### src/rtl/button_pkg.sv
// button_pkg: shared state encoding and channel indices for the button front end.
package button_pkg;
  typedef enum logic [1:0] {IDLE, PRESS_CHK, HELD, REL_CHK} btn_state_t;
  localparam int unsigned BTN_DROP  = 0;
  localparam int unsigned BTN_RIGHT = 1;
  localparam int unsigned BTN_LEFT  = 2;
  localparam int unsigned NUM_BTN   = 3;
endpackage

### src/rtl/button_debounce.sv
// button_debounce: one button channel: 2-flop sync, debounce FSM, optional auto-repeat.
// Auto-repeat exists only when BUTTON_AUTOREPEAT_EN is defined.
module button_debounce
  import button_pkg::*;
#(
  parameter int unsigned DEBOUNCE_CYCLES = 250_000,
`ifdef BUTTON_AUTOREPEAT_EN
  parameter int unsigned REPEAT_DELAY    = 12_500_000,
  parameter int unsigned REPEAT_PERIOD   = 5_000_000,
  parameter bit          REPEAT_EN       = 1'b0,
`endif
  parameter int unsigned CNT_W           = 24
) (
  input  logic clk,
  input  logic rst_n,
  input  logic btn_raw,
  output logic press_evt,
  output logic level
);
  localparam logic [CNT_W-1:0] DB_LAST = CNT_W'(DEBOUNCE_CYCLES - 1);
  logic [1:0] sync_q;
  btn_state_t state_q, state_d;
  logic [CNT_W-1:0] cnt_q, cnt_d;
  logic s, deb_evt;
  assign s = sync_q[1];
  always_ff @(posedge clk or negedge rst_n) begin
    if (!rst_n) begin
      sync_q  <= '0;
      state_q <= IDLE;
      cnt_q   <= '0;
    end else begin
      sync_q  <= {sync_q[0], btn_raw};
      state_q <= state_d;
      cnt_q   <= cnt_d;
    end
  end
  always_comb begin
    state_d = state_q;
    cnt_d   = (&cnt_q) ? cnt_q : cnt_q + 1'b1;
    deb_evt = 1'b0;
    case (state_q)
      IDLE:      begin
        state_d = s ? PRESS_CHK : IDLE;
        cnt_d   = '0;
      end
      PRESS_CHK: begin
        state_d = !s ? IDLE : (cnt_q == DB_LAST) ? HELD : PRESS_CHK;
        deb_evt = s && (cnt_q == DB_LAST);
      end
      HELD:      begin
        state_d = s ? HELD : REL_CHK;
        cnt_d   = '0;
      end
      REL_CHK:   state_d = s ? HELD : (cnt_q == DB_LAST) ? IDLE : REL_CHK;
      default:   state_d = IDLE;
    endcase
  end
  // level tracks the next state so the registered output lines up with the press event
  assign level = (state_d == HELD) || (state_d == REL_CHK);
`ifdef BUTTON_AUTOREPEAT_EN
  localparam logic [CNT_W-1:0] DLY_LAST = CNT_W'(REPEAT_DELAY - 1);
  localparam logic [CNT_W-1:0] PER_LAST = CNT_W'(REPEAT_PERIOD - 1);
  logic [CNT_W-1:0] rep_q, rep_d;
  logic first_q, first_d, rep_evt;
  always_ff @(posedge clk or negedge rst_n) begin
    if (!rst_n) begin
      rep_q   <= '0;
      first_q <= 1'b1;
    end else begin
      rep_q   <= rep_d;
      first_q <= first_d;
    end
  end
  // counter advances only while stably HELD, so REL_CHK freezes it
  always_comb begin
    rep_evt = REPEAT_EN && state_q == HELD && s && rep_q == (first_q ? DLY_LAST : PER_LAST);
    rep_d   = deb_evt ? '0 : rep_q;
    first_d = deb_evt | first_q;
    if (REPEAT_EN && state_q == HELD && s) begin
      rep_d   = rep_evt ? '0 : (&rep_q) ? rep_q : rep_q + 1'b1;
      first_d = first_q & ~rep_evt;
    end
  end
  assign press_evt = deb_evt | rep_evt;
`else
  assign press_evt = deb_evt;
`endif
endmodule

### src/rtl/button_conditioner.sv
// button_conditioner: debounced one-cycle press pulses for drop/right/left buttons.
// Define BUTTON_AUTOREPEAT_EN to enable auto-repeat on the right/left channels.
module button_conditioner
  import button_pkg::*;
#(
  parameter int unsigned DEBOUNCE_CYCLES = 250_000,
`ifdef BUTTON_AUTOREPEAT_EN
  parameter int unsigned REPEAT_DELAY    = 12_500_000,
  parameter int unsigned REPEAT_PERIOD   = 5_000_000,
`endif
  parameter int unsigned CNT_W           = 24
) (
  input  logic               clk,
  input  logic               rst_n,
  input  logic [NUM_BTN-1:0] btn_raw,
  output logic [NUM_BTN-1:0] btn_pulse,
  output logic [NUM_BTN-1:0] btn_level
);
  localparam logic [NUM_BTN-1:0] DIR_MASK = NUM_BTN'((1 << BTN_RIGHT) | (1 << BTN_LEFT));
  logic [NUM_BTN-1:0] evt, pulse_d, pulse_q, level_d, level_q;
  for (genvar i = 0; i < NUM_BTN; i++) begin : g_btn
    button_debounce #(
      .DEBOUNCE_CYCLES(DEBOUNCE_CYCLES),
`ifdef BUTTON_AUTOREPEAT_EN
      .REPEAT_DELAY(REPEAT_DELAY),
      .REPEAT_PERIOD(REPEAT_PERIOD),
      .REPEAT_EN(i != BTN_DROP),
`endif
      .CNT_W(CNT_W)
    ) u_deb (
      .clk(clk),
      .rst_n(rst_n),
      .btn_raw(btn_raw[i]),
      .press_evt(evt[i]),
      .level(level_d[i])
    );
  end
  // simultaneous left+right events cancel each other; drop is unaffected
  always_comb pulse_d = (evt[BTN_RIGHT] && evt[BTN_LEFT]) ? evt & ~DIR_MASK : evt;
  always_ff @(posedge clk or negedge rst_n) begin
    if (!rst_n) begin
      pulse_q <= '0;
      level_q <= '0;
    end else begin
      pulse_q <= pulse_d;
      level_q <= level_d;
    end
  end
  assign btn_pulse = pulse_q;
  assign btn_level = level_q;
endmodule

### config.mk
export PLATFORM = sky130hd
export DESIGN_NAME = button_conditioner
export DESIGN_NICKNAME = d
export VERILOG_FILES = /design/src/rtl/button_pkg.sv /design/src/rtl/button_debounce.sv /design/src/rtl/button_conditioner.sv
export SDC_FILE = /design/constraint.sdc
export NUM_CORES = 1
export LEC_CHECK = 0
export ABC_AREA = 1
export CORE_MARGIN = 4
export CORE_UTILIZATION = 25
export DETAILED_ROUTE_END_ITERATION = 12
export PLACE_DENSITY_LB_ADDON = 0.3
export SYNTH_ARGS = -nofsm -noshare
export SYNTH_HDL_FRONTEND = slang
export SYNTH_HIERARCHICAL = 1
export SYNTH_SLANG_ARGS = --single-unit
### constraint.sdc
create_clock -name clk -period 2.45 [get_ports clk]
set_clock_uncertainty 0.1 [all_clocks]
set_input_delay 0.735 -clock clk [delete_from_list [all_inputs] [get_ports clk]]
set_output_delay 0.735 -clock clk [all_outputs]
set_load 0.1 [all_outputs]
==> results.toml <==
[run_status]
run_status = "finished, final reports clean"

[yosys]
yosys_warnings = 6
synth_top_area_cell = "dfrtp_1"
synth_top_area_frac = 0.426
yosysUniqueCellTypes = 26
synth.net_count = 753
yosysSeqAreaShare = 0.426
netlist_area_um2 = 5290
yosys_most_used_dff = "dfrtp_1"
ys_ff_latch = 90
synthCells = 745
synth_area_leaders = "dfrtp_1, nand2_1, nand3_1, nor2_1, inv_1"
async_flop_share = 1.00
synth_edf_count = 0
postSynthAreaPerCell_um2 = 7.10

[power]
power.leakage_uw = 0.00279
max-vdd-ir-drop_mv = 0.341
power_density_nw_per_um2 = 529

[clock_network]
cts.clk_slew.worst_paths_ns = 0.07
clock_path_buffers = 2
cts_tree = "built"
cts_resized = 0
clock_sinks = 90
worstSkewPairLatency_ns = 0.35
htree_num_levels = 3
cts_hold_buf = 0
numCtsBuffers = 9
root_buffer = "clkbuf_16"
post_cts_buffers = 0

[sta]
maxSlewViolCount = 0
final.setup.tns_ns = 0
min_period_ns = 1.91
setup_violations = 0
rsz0062_at_grt = "false"
tightest_slew_ns = 0.528
period_share = 0.780
slew_headroom = 0.648
final_hold_viol_count = 0
max_freq_mhz = 523

[placement]
io_buffers = 10
place.gp.congestion = 0.830
place_area_um2 = 5710
dp.final_hpwl_um = 9540

[final_layout]
nets = 768
design_area_um2 = 6040
areaGrowthSynthToFinish_pct = 14.2
diodes = 0
final_cell_mix = "nand2_1, nor2_1, dfrtp_1"
drive_gt1_frac = 0.101
fill_cells = 2256
final_common_cell = "nand2_1"

[routing]
wl_per_cell_um = 12.4
dr.first_iter.drc_count = 227
via_per_inst = 4.51
dr_total_vias = 4671
drc_errors = 0
dr.pass1.iters = 4
drtAntennaViolNets = 0
wl_um = 12800

[die]
fp-row-count = 52
die_h_um = 153
io_pins = 11
die_w_um = 153
core-area_um2 = 20500
die_area_um2 = 23500
start_util = 0.258

[grt]
grt_usage = 0.114
grt_max_degree = 38
antenna_found_initial = 0
grt_pass1_wl_um = 22100
grt_pass1_vias = 4459
overflow = 0

[worst_setup_path]
worstPathMaxFanout = 7
critPathKind = "flop to flop"
critPathLaunchType = "flop"
end_kind = "flop"
worst_ep_arrival_time_ns = 2.09
critPathRequiredTime_ns = 2.63

[min_path]
hold_path_class = "flop to flop"

[run]
cap_violations = 0
cell families after synthesis:
| group | share of synthesized area |
|---|---|
| buffers and inverters | 0.0660 |
| adder cells (fa/ha/maj) | 0.00710 |
| AO/OA/AOI/OAI | 0.0461 |
| flip-flops | 0.426 |
| XOR/XNOR | 0.00497 |
| AND/OR/NAND/NOR | 0.450 |
registers in the layout (all words and copies together) (netlist names):
signal / flops
g_btn.u_deb/state_q: 6
g_btn.u_deb/sync_q: 6
g_btn.u_deb/cnt_q: 72
btn_pulse: 3
btn_level: 3
metrics by stage:
step | power (uW) | setup slack [ns] | instances | utilization | hold WS, ns
2_1_floorplan | 1600 | 0.732 | 745 | - | 0.231
3_3_place_gp | 1660 | 0.601 | 1019 | 0.279 | 0.234
3_5_place_dp | 1660 | 0.544 | 1019 | 0.279 | 0.238
4_1_cts | 3260 | 0.523 | 1035 | 0.295 | 0.256
5_1_grt | 3340 | 0.282 | 1035 | 0.295 | 0.266
6_report | 3200 | 0.538 | 1035 | 0.295 | 0.256
layer usage:
layer | routed length (um) | GRT usage | share of wire | up-vias
met5 | 0 | 0 | 0 | -
met4 | 106 | 0.0303 | 0.0083 | 0
met3 | 391 | 0.0274 | 0.030 | 6
met2 | 5850 | 0.180 | 0.46 | 69
met1 | 6500 | 0.156 | 0.51 | 2163
li1 | - | - | - | 2433
area by class of cell:
class,count,area [um2],share of cell area
repair buffers,16,153,0.0253
well taps,270,338,0.0559
multi-input cells,569,2690,0.445
flip-flops and latches,90,2250,0.373
inverters,74,278,0.0460
clock buffers,10,239,0.0396
clock inverters,6,95.1,0.0157
worst max-delay path, stage by stage, from the launching register on:
cell and delay (ns):
dfrtp_1 0.43, ha_1 0.33, nand2_2 0.11, nor2_4 0.19, inv_1 0.09, nor2_1 0.19, nand3_1 0.12, nor2_1 0.15
inv_1 0.06, nor2_1 0.08
synthesized netlist by cell type, types with 6 or more instances:
cell type	count
nor3_1	6
nand2_2	12
a31oi_1	12
nor2_1	113
nand3_1	87
o21ai_0	12
or2_2	12
nand4_1	27
nor2_2	6
o31ai_1	6
nor2_4	6
dfrtp_1	90
nand2_1	243
buf_1	6
inv_1	74
worst paths after layout:
path                                           from                       end  slack, ns  depth (start not counted)
max                         g_btn[2].u_deb/cnt_q[0]              btn_pulse[2]       0.54                          9
min                        g_btn[0].u_deb/sync_q[0]  g_btn[0].u_deb/sync_q[1]       0.26                          0
max reg2reg                 g_btn[2].u_deb/cnt_q[0]              btn_pulse[2]       0.54                          9
min reg2reg                g_btn[0].u_deb/sync_q[0]  g_btn[0].u_deb/sync_q[1]       0.26                          0
max in group asynchronous                     rst_n   g_btn[1].u_deb/cnt_q[8]       1.43                          2
min in group asynchronous                     rst_n   g_btn[0].u_deb/cnt_q[6]       0.27                          1
where the power goes:
| group | switching [uW] | internal [uW] |
|---|---|---|
| Combinational | 70.8 | 31.3 |
| Sequential | 22.6 | 1500 |
| Clock | 634 | 935 |
Power figures use the tool's default switching activity.
